==> config.mk <==
export PLATFORM = sky130hd
export DESIGN_NAME = regfile_wb_arbiter_flat
export DESIGN_NICKNAME = d
export VERILOG_FILES = /design/src/rtl/riscv_pkg.sv /design/src/rtl/regfile_wb_arbiter_if.sv /design/src/rtl/wb_skid_buf.sv /design/src/rtl/regfile_wb_arbiter.sv /design/src/flat_wrapper.sv
export SDC_FILE = /design/constraint.sdc
export NUM_CORES = 1
export LEC_CHECK = 0
export ABC_CLOCK_PERIOD_IN_PS = 6110
export BUFFER_PORTS_ARGS = -buffer_cell sky130_fd_sc_hd__buf_2
export CORE_MARGIN = 10
export CORE_UTILIZATION = 55
export CTS_CLUSTER_DIAMETER = 60
export DETAILED_ROUTE_END_ITERATION = 16
export PLACE_DENSITY = 0.81
export SYNTH_ARGS = -nofsm -noshare
export SYNTH_HDL_FRONTEND = slang
export SYNTH_SLANG_ARGS = --single-unit
==> constraint.sdc <==
create_clock -name clk -period 6.11 [get_ports clk]
set_input_delay 0.3055 -clock clk [delete_from_list [all_inputs] [get_ports clk]]
set_output_delay 0.3055 -clock clk [all_outputs]
set_load 0.005 [all_outputs]
==> src/rtl/riscv_pkg.sv <==
// riscv_pkg: shared widths, writeback request type and error flag positions
package riscv_pkg;
    localparam int XLEN   = 32;
    localparam int NREGS  = 32;
    localparam int REG_AW = $clog2(NREGS);
    localparam int ERR_SPURIOUS_RETIRE = 0;
    localparam int ERR_WAW             = 1;
    localparam int ERR_STARVE          = 2;
    typedef struct packed {
        logic [REG_AW-1:0] rd;
        logic [XLEN-1:0]   data;
    } wb_req_t;
endpackage

==> src/rtl/regfile_wb_arbiter_if.sv <==
// regfile_wb_arbiter_if: writeback request, decode query and register file write bundle
interface regfile_wb_arbiter_if;
    import riscv_pkg::*;
    logic              alu_valid;
    logic [REG_AW-1:0] alu_rd;
    logic [XLEN-1:0]   alu_data;
    logic              alu_ready;
    logic              ld_valid;
    logic [REG_AW-1:0] ld_rd;
    logic [XLEN-1:0]   ld_data;
    logic              ld_ready;
    logic              issue_valid;
    logic [REG_AW-1:0] issue_rd;
    logic [REG_AW-1:0] rs1_addr;
    logic [REG_AW-1:0] rs2_addr;
    logic              rs1_busy;
    logic              rs2_busy;
    logic              rs1_fwd;
    logic              rs2_fwd;
    logic              rf_wr_en;
    logic [REG_AW-1:0] rf_wr_addr;
    logic [XLEN-1:0]   rf_wr_data;
    logic [7:0]        err_vec;
    modport slave (
        input  alu_valid, alu_rd, alu_data, ld_valid, ld_rd, ld_data,
        input  issue_valid, issue_rd, rs1_addr, rs2_addr,
        output alu_ready, ld_ready, rs1_busy, rs2_busy, rs1_fwd, rs2_fwd,
        output rf_wr_en, rf_wr_addr, rf_wr_data, err_vec
    );
    modport master (
        output alu_valid, alu_rd, alu_data, ld_valid, ld_rd, ld_data,
        output issue_valid, issue_rd, rs1_addr, rs2_addr,
        input  alu_ready, ld_ready, rs1_busy, rs2_busy, rs1_fwd, rs2_fwd,
        input  rf_wr_en, rf_wr_addr, rf_wr_data, err_vec
    );
endinterface

==> src/rtl/wb_skid_buf.sv <==
// wb_skid_buf: one-entry holding register; refills in the same cycle it is popped
module wb_skid_buf
    import riscv_pkg::*;
(
    input  logic    clk,
    input  logic    rst,
    input  logic    in_valid,
    input  wb_req_t in_req,
    output logic    in_ready,
    output logic    out_valid,
    output wb_req_t out_req,
    input  logic    pop
);
    assign in_ready = !out_valid | pop;
    // load on accept, otherwise empty when popped
    always_ff @(posedge clk) begin
        if (rst) begin
            out_valid <= 1'b0;
            out_req   <= '0;
        end else if (in_valid && in_ready) begin
            out_valid <= 1'b1;
            out_req   <= in_req;
        end else if (pop) begin
            out_valid <= 1'b0;
        end
    end
endmodule

==> src/rtl/regfile_wb_arbiter.sv <==
// regfile_wb_arbiter: buffers ALU/load writebacks, round-robin grants one write per cycle, tracks pending writes
module regfile_wb_arbiter
    import riscv_pkg::*;
#(
    parameter bit LD_FIRST = 1'b1
) (
    input logic clk,
    input logic rst,
    regfile_wb_arbiter_if.slave bus
);
    logic             alu_v, ld_v, grant_alu, grant_ld, wr_en, rr_ld;
    logic             alu_starve, ld_starve, waw, spurious;
    logic [3:0]       alu_wait, ld_wait;
    logic [NREGS-1:0] busy, busy_nxt;
    logic [7:0]       err;
    wb_req_t          alu_in, ld_in, alu_q, ld_q, win;

    assign alu_in = '{rd: bus.alu_rd, data: bus.alu_data};
    assign ld_in  = '{rd: bus.ld_rd, data: bus.ld_data};

    wb_skid_buf u_alu_buf (
        .clk(clk), .rst(rst), .in_valid(bus.alu_valid), .in_req(alu_in), .in_ready(bus.alu_ready),
        .out_valid(alu_v), .out_req(alu_q), .pop(grant_alu)
    );
    wb_skid_buf u_ld_buf (
        .clk(clk), .rst(rst), .in_valid(bus.ld_valid), .in_req(ld_in), .in_ready(bus.ld_ready),
        .out_valid(ld_v), .out_req(ld_q), .pop(grant_ld)
    );

    // grant, write port, queries, next scoreboard and error conditions
    always_comb begin
        grant_ld   = ld_v & (!alu_v | rr_ld);
        grant_alu  = alu_v & (!ld_v | !rr_ld);
        win        = grant_ld ? ld_q : alu_q;
        wr_en      = (grant_ld | grant_alu) & (win.rd != '0);
        spurious   = wr_en & !busy[win.rd];
        waw        = bus.issue_valid & (bus.issue_rd != '0) & busy[bus.issue_rd] &
                     !(wr_en & (win.rd == bus.issue_rd));
        alu_starve = alu_v & !grant_alu & (alu_wait == 4'd15);
        ld_starve  = ld_v & !grant_ld & (ld_wait == 4'd15);
        busy_nxt   = busy;
        if (wr_en) busy_nxt[win.rd] = 1'b0;
        if (bus.issue_valid && bus.issue_rd != '0) busy_nxt[bus.issue_rd] = 1'b1;
        busy_nxt[0] = 1'b0;
    end

    assign bus.rf_wr_en   = wr_en;
    assign bus.rf_wr_addr = wr_en ? win.rd : '0;
    assign bus.rf_wr_data = wr_en ? win.data : '0;
    assign bus.rs1_fwd    = wr_en & (bus.rs1_addr == win.rd) & (bus.rs1_addr != '0);
    assign bus.rs2_fwd    = wr_en & (bus.rs2_addr == win.rd) & (bus.rs2_addr != '0);
    assign bus.rs1_busy   = busy[bus.rs1_addr] & !bus.rs1_fwd;
    assign bus.rs2_busy   = busy[bus.rs2_addr] & !bus.rs2_fwd;
    assign bus.err_vec    = err;

    // pointer flips only on contention; wait counters saturate; errors are sticky
    always_ff @(posedge clk) begin
        if (rst) begin
            rr_ld    <= LD_FIRST;
            busy     <= '0;
            err      <= '0;
            alu_wait <= '0;
            ld_wait  <= '0;
        end else begin
            rr_ld    <= (alu_v & ld_v) ? !rr_ld : rr_ld;
            busy     <= busy_nxt;
            alu_wait <= (alu_v & !grant_alu) ? alu_wait + {3'b0, alu_wait != 4'd15} : 4'd0;
            ld_wait  <= (ld_v & !grant_ld) ? ld_wait + {3'b0, ld_wait != 4'd15} : 4'd0;
            err[ERR_SPURIOUS_RETIRE] <= err[ERR_SPURIOUS_RETIRE] | spurious;
            err[ERR_WAW]             <= err[ERR_WAW] | waw;
            err[ERR_STARVE]          <= err[ERR_STARVE] | alu_starve | ld_starve;
        end
    end
endmodule

==> src/flat_wrapper.sv <==
// flat-port wrapper written by rule: the top's interface ports become plain ports
module regfile_wb_arbiter_flat import riscv_pkg::*;
#(
    parameter bit LD_FIRST = 1'b1
)
  (clk, rst, bus_alu_valid, bus_alu_rd, bus_alu_data, bus_ld_valid, bus_ld_rd, bus_ld_data, bus_issue_valid, bus_issue_rd, bus_rs1_addr, bus_rs2_addr, bus_alu_ready, bus_ld_ready, bus_rs1_busy, bus_rs2_busy, bus_rs1_fwd, bus_rs2_fwd, bus_rf_wr_en, bus_rf_wr_addr, bus_rf_wr_data, bus_err_vec);
  regfile_wb_arbiter_if bus_i ();
  input logic clk;
  input logic rst;
  input wire logic [$bits(bus_i.alu_valid)-1:0] bus_alu_valid;
  input wire logic [$bits(bus_i.alu_rd)-1:0] bus_alu_rd;
  input wire logic [$bits(bus_i.alu_data)-1:0] bus_alu_data;
  input wire logic [$bits(bus_i.ld_valid)-1:0] bus_ld_valid;
  input wire logic [$bits(bus_i.ld_rd)-1:0] bus_ld_rd;
  input wire logic [$bits(bus_i.ld_data)-1:0] bus_ld_data;
  input wire logic [$bits(bus_i.issue_valid)-1:0] bus_issue_valid;
  input wire logic [$bits(bus_i.issue_rd)-1:0] bus_issue_rd;
  input wire logic [$bits(bus_i.rs1_addr)-1:0] bus_rs1_addr;
  input wire logic [$bits(bus_i.rs2_addr)-1:0] bus_rs2_addr;
  output wire logic [$bits(bus_i.alu_ready)-1:0] bus_alu_ready;
  output wire logic [$bits(bus_i.ld_ready)-1:0] bus_ld_ready;
  output wire logic [$bits(bus_i.rs1_busy)-1:0] bus_rs1_busy;
  output wire logic [$bits(bus_i.rs2_busy)-1:0] bus_rs2_busy;
  output wire logic [$bits(bus_i.rs1_fwd)-1:0] bus_rs1_fwd;
  output wire logic [$bits(bus_i.rs2_fwd)-1:0] bus_rs2_fwd;
  output wire logic [$bits(bus_i.rf_wr_en)-1:0] bus_rf_wr_en;
  output wire logic [$bits(bus_i.rf_wr_addr)-1:0] bus_rf_wr_addr;
  output wire logic [$bits(bus_i.rf_wr_data)-1:0] bus_rf_wr_data;
  output wire logic [$bits(bus_i.err_vec)-1:0] bus_err_vec;
  assign bus_i.alu_valid = bus_alu_valid;
  assign bus_i.alu_rd = bus_alu_rd;
  assign bus_i.alu_data = bus_alu_data;
  assign bus_i.ld_valid = bus_ld_valid;
  assign bus_i.ld_rd = bus_ld_rd;
  assign bus_i.ld_data = bus_ld_data;
  assign bus_i.issue_valid = bus_issue_valid;
  assign bus_i.issue_rd = bus_issue_rd;
  assign bus_i.rs1_addr = bus_rs1_addr;
  assign bus_i.rs2_addr = bus_rs2_addr;
  assign bus_alu_ready = bus_i.alu_ready;
  assign bus_ld_ready = bus_i.ld_ready;
  assign bus_rs1_busy = bus_i.rs1_busy;
  assign bus_rs2_busy = bus_i.rs2_busy;
  assign bus_rs1_fwd = bus_i.rs1_fwd;
  assign bus_rs2_fwd = bus_i.rs2_fwd;
  assign bus_rf_wr_en = bus_i.rf_wr_en;
  assign bus_rf_wr_addr = bus_i.rf_wr_addr;
  assign bus_rf_wr_data = bus_i.rf_wr_data;
  assign bus_err_vec = bus_i.err_vec;
  regfile_wb_arbiter #(.LD_FIRST(LD_FIRST)) u_core (.clk(clk), .rst(rst), .bus(bus_i));
endmodule
# After elaboration in Yosys (flattened, before gate mapping)
# Cells that the tools add are included.
[totals]
regBits = 120
input_bits = 94
[classes]
n_addsub = 2
magnitude_cmp = 6
n_eq_ne = 7
n_mux = 21
n_bitwise = 33
n_reduce_logical = 22
[op_table]
columns = ["cell", "count"]
rows = [
  ["32-bit 2-to-1 mux", 3],
  ["37-bit 2-to-1 mux", 1],
  ["32-bit bitwise AND", 1],
  ["32-bit inverter", 1],
  ["32-bit OR", 1],
  ["5-bit by 6-bit less-than comparator with 1-bit output (second input constant)", 4],
  ["1-bit binary-select mux with 5-bit select", 4],
  ["5-bit nonzero test", 4],
  ["1-bit bitwise AND", 19],
  ["5-bit == test", 3],
  ["1-bit demux with 5-bit select", 2],
  ["5-bit by 1-bit >= comparator with 1-bit output (second input constant)", 2],
  ["1-bit 2-to-1 mux", 10],
  ["1-bit zero test", 9],
  ["1-bit OR", 9],
  ["4-bit by 1-bit adder with 4-bit output", 2],
  ["4-bit == test (second input constant)", 2],
  ["4-bit inequality test (second input constant)", 2],
  ["1-bit logical AND", 5],
  ["5-bit 2-to-1 mux", 1],
  ["2-bit nonzero test", 2],
  ["2-bit OR reduction", 2],
  ["1-bit inverter", 2],
]

# Logic depth before layout (Yosys ltp)
[depth]
depth_word = 13
mapped_depth = 9
mapped_depth_nobuf = 6

# Modules after synthesis
# Synthesis repeated with hierarchy kept, for this count alone.
[hier_totals]
hier_cells = 867
hier_area_um2 = 7348.3
[by_module_without_submodules]
columns = ["mod", "n_inst", "cells_each", "area_each_um2"]
rows = [
  ["regfile_wb_arbiter", 1, 523, 4090.2],
  ["wb_skid_buf", 2, 172, 1629.1],
]

# Worst setup path before layout
# OpenSTA, ideal clock, no wires.
[synth_path]
path_kind = "input port to output port"
startpoint = "in bus_rs1_addr[0]"
endpoint = "out bus_rs1_busy"
arrival_time_ns = 1.870
t_required_ns = 5.804
slack_ns = 3.935
stages = 5
path_cell_list = "buf_2 mux4_2 mux4_2 mux2_2 o31a_1"
[synth_via]
elab_chain_len = 5
word_cells_on_any_way = 8
[synth_lines]
columns = ["item", "line", "text"]
rows = [
  ["start: declaration", "flat_wrapper.sv:18", "input wire logic [$bits(bus_i.rs1_addr)-1:0] bus_rs1_addr;"],
  ["parallel branches: the longest is 4 deep, another holds 1-bit binary-select mux with 5-bit select", "-", ""],
  ["1-bit bitwise AND (*)", "regfile_wb_arbiter.sv:52", "assign bus.rs1_busy = busy[bus.rs1_addr] & !bus.rs1_fwd;"],
  ["end: declaration", "flat_wrapper.sv:22", "output wire logic [$bits(bus_i.rs1_busy)-1:0] bus_rs1_busy;"],
]
# Mark *: on every way between the ends. The select of a mux whose other input is x is not followed.

# Final worst setup path
[layout_path]
startpoint = "reg u_core.u_ld_buf.out_valid"
endpoint = "out bus_rs1_busy"
[layout_via]
elab_chain_len = 9
word_cells_on_any_way = 13
[layout_lines]
columns = ["item", "line", "text"]
rows = [
  ["start: declaration", "wb_skid_buf.sv:10", "output logic out_valid,"],
  ["start signal: assignment", "wb_skid_buf.sv:18", "out_valid <= 1'b0;"],
  ["start signal: assignment", "wb_skid_buf.sv:21", "out_valid <= 1'b1;"],
  ["start signal: assignment", "wb_skid_buf.sv:24", "out_valid <= 1'b0;"],
  ["1-bit zero test", "regfile_wb_arbiter.sv:33", "grant_alu = alu_v & (!ld_v | !rr_ld);"],
  ["1-bit OR", "regfile_wb_arbiter.sv:33", ""],
  ["1-bit bitwise AND", "regfile_wb_arbiter.sv:33", ""],
  ["1-bit OR", "regfile_wb_arbiter.sv:35", "wr_en = (grant_ld | grant_alu) & (win.rd != '0);"],
  ["1-bit bitwise AND", "regfile_wb_arbiter.sv:35", ""],
  ["1-bit bitwise AND (*) (2 in a row)", "regfile_wb_arbiter.sv:50", "assign bus.rs1_fwd = wr_en & (bus.rs1_addr == win.rd) & (bus.rs1_addr != '0);"],
  ["1-bit zero test (*)", "regfile_wb_arbiter.sv:52", ""],
  ["1-bit bitwise AND (*)", "regfile_wb_arbiter.sv:52", ""],
]
# Mark *: on every way between the ends. The rest lies on a longest branch, timed or not.

==> flow_summary.json <==
{
  "ant_nets": 0,
  "worstHoldPathCells": 3,
  "min_path_type": "input port to register",
  "synth-main-ff-cell": "dfxtp_1",
  "ys_seq_area_share_pct": 35.4,
  "cts_sinks": 119,
  "crit_chain": "inv_2 > nor2_4 > o41ai_1 > a31o_2 > o31a_1 > buf_2",
  "clock_skew_ns": 0.00593,
  "power.share.clock_pct": 48.4,
  "synthesis.area_um2": 6730,
  "drive_above_1_share_pct": 22.8,
  "cp_slowest_cell": "dfxtp_1",
  "firstDrtPassIters": 5,
  "grt_start_max_net_pins": 86,
  "powerDensity_nw_per_um2": 267,
  "p_sw_uw": 563,
  "syn_area_per_cell_um2": 7.75,
  "power_frac_comb_pct": 12.2,
  "nFillCells": 1071,
  "syn_inst": 868,
  "vdd_drop_max_mv": 0.230,
  "clockBufferDepth": 2,
  "r2r_slack_ns": 2.73,
  "drt-initial-drc-count": 718,
  "swShare_pct": 26.5,
  "synth_cell_types": 60,
  "rsz0062_at_grt": "false",
  "grt_usage_pct": 26.3,
  "critPathLaunchType": "register",
  "setup_viol": 0,
  "ios": 146,
  "layout_commonest_cell": "nand2_1",
  "total_power_uw": 2120,
  "grt_pass1_wl_mm": 35.1,
  "fin_crit_sh_pct": 64.6,
  "whs_endpoint": "u_core.u_ld_buf.out_req[18]$_SDFFE_PP0P_",
  "num_vias": 6865,
  "layout.nets": 1063,
  "cts_resized": 0,
  "ys.warnings.count": 0,
  "wirelength_mm": 22.1,
  "reg2reg_depth": 6,
  "final_cell_mix": "nand2_1 (262), a21oi_1 (144), buf_2 (139)",
  "clk_pin_slew_ns": 0.06,
  "status": "completed",
  "cp-end-kind": "primary output",
  "vias_per_cell": 6.10,
  "fin_crit_ns": 3.95,
  "port-buffer-count": 140,
  "slew_headroom_pct": 34.1,
  "cap_violations": 0,
  "area_delta_synth_final_pct": 18.1,
  "wire_per_inst_um": 19.6,
  "fin_tns_setup_ns": 0,
  "slew_violations": 0,
  "cp_top_family": "compound AO/OA/AOI/OAI gates",
  "cts_setup_buffers": 0,
  "worstPathMaxFanout": 42,
  "cts_hold_buffers": 0,
  "hold_start": "bus_ld_data[18]",
  "reg2reg_to": "u_core.bus.err_vec[1]$_SDFF_PP0_",
  "worstPathArrival_ns": 3.64,
  "cp.buffers_inverters": 2,
  "r2r-start": "u_core.u_ld_buf.out_valid$_SDFFE_PP0P_",
  "clkLatencyLatePin_ns": 0.43,
  "synth_seq_cells": 119,
  "cts_buffers": 17,
  "dieWidth_um": 131,
  "hold_viol_final": 0,
  "tightest_slew_ns": 0.987,
  "dieArea_um2": 17100,
  "seq_power_share_pct": 39.4,
  "clockRootBuffer": "clkbuf_16",
  "initial_core_util_pct": 56.0,
  "core_um2": 12000,
  "overflow": 0,
  "critical_path_class": "register to primary output",
  "die-height_um": 131,
  "cts_tree": "built",
  "intPower_uw": 1560,
  "p_leak_uw": 0.00309,
  "synth_edf_count": 0,
  "synth_async_sr_flop_share_pct": 0,
  "drc": 0,
  "fmax_mhz": 253,
  "critPathRequiredTime_ns": 5.80,
  "routabilityCongestion": 0.965,
  "row_count": 40,
  "grt_pass1_vias": 6633,
  "antenna_found_initial": 4,
  "dp_hpwl_mm": 15.2,
  "htreeDepth": 4,
  "cpPeakStageDelay_ns": 0.86
}
## cell usage after synthesis (7+ instances only)
cell type,number,area share (%)
a21oi_1,144,11
buf_1,10,0.56
buf_2,20,1.5
clkbuf_1,35,2.0
dfxtp_1,119,35
inv_1,7,0.39
mux2i_1,18,2.7
mux4_2,30,10
nand2_1,262,15
nand2b_1,8,0.74
nand3_1,14,1.0
nor2_1,21,1.2
nor3_1,11,0.82
o21ai_0,29,2.2
o21ai_1,16,1.2
xnor2_1,7,0.91
## registers in the layout, summed over array words and instances (netlist names)
| register | cells |
|---|---|
| u_core.rr_ld | 1 |
| u_core.ld_wait | 4 |
| u_core.u_ld_buf.out_valid | 1 |
| u_core.alu_wait | 4 |
| u_core.busy | 31 |
| u_core.u_alu_buf.out_req | 37 |
| u_core.u_alu_buf.out_valid | 1 |
| u_core.u_ld_buf.out_req | 37 |
| u_core.bus.err_vec | 3 |
## cell families (layout without fill, tap and decap cells)
logic type	Yosys count	after routing	synth area share, %
multiplexers	54	54	13.7
flip-flops	119	119	35.4
XOR/XNOR	13	13	1.69
adder cells (fa/ha/maj)	4	4	0.744
AO/OA/AOI/OAI	231	231	19.3
AND/OR/NAND/NOR	364	364	23.4
buffers and inverters	82	188	5.62
other	1	6	0.0558
## worst max path at each step
stage                                           start            to  slack [ns]  depth (start not counted)
2_1_floorplan                         bus_rs1_addr[0]  bus_rs1_busy        3.93                          5
3_3_place_gp   u_core.u_ld_buf.out_valid$_SDFFE_PP0P_  bus_rs2_busy        2.67                          6
3_5_place_dp   u_core.u_ld_buf.out_valid$_SDFFE_PP0P_  bus_rs1_busy        2.63                          6
4_1_cts        u_core.u_ld_buf.out_valid$_SDFFE_PP0P_  bus_rs1_busy        2.16                          6
5_1_grt        u_core.u_ld_buf.out_valid$_SDFFE_PP0P_  bus_rs1_busy        1.85                          6
6_report       u_core.u_ld_buf.out_valid$_SDFFE_PP0P_  bus_rs1_busy        2.16                          6
## metrics by stage
step                hold WS [ns]  setup WS [ns]  util, %  area, µm²  cells
finish                     0.112           2.16     66.1       7950   1126
global route               0.105           1.85     66.1       7940   1125
CTS                        0.106           2.16     66.1       7940   1125
global placement           0.443           2.67     61.2       7350   1093
detailed placement         0.447           2.63     61.2       7350   1093
floorplan                  0.435           3.93        -       6740    872
## power groups by stage
stage | sequential (µW) | clock, µW | combinational [µW]
after floorplan | 841 | 0 | 175
after global placement | 850 | 0 | 251
after detailed placement | 852 | 0 | 255
after CTS | 835 | 1030 | 257
after global routing | 840 | 1070 | 286
final | 837 | 1030 | 259
## routing by layer
layer / part of all wire, % / wire (µm) / track usage (%) / vias up
met1: 38 / 8480 / 31.5 / 3153
met5: 0.15 / 34 / 0 / -
met2: 46 / 10100 / 40.9 / 412
met3: 12 / 2670 / 11.0 / 78
met4: 3.4 / 755 / 11.1 / 6
li1: - / - / - / 3216
## worst register-to-register path, cell delays in order (launching register included)
cell,delay (ns)
dfxtp_1,0.86
inv_2,0.32
nor2_4,0.84
o41ai_1,0.16
a31o_2,0.50
o41ai_1,0.45
o22ai_1,0.11
## cell type report
class	instances	area (µm²)	share of cell area [%]
repair buffers	148	763	9.61
inverters	8	30.0	0.378
flip-flops and latches	119	2380	30.0
multi-input cells	671	3990	50.2
well taps	147	184	2.31
diodes	1	2.50	0.0315
clock inverters	11	146	1.84
clock buffers	21	450	5.67
(Power assumes the default switching activity.)
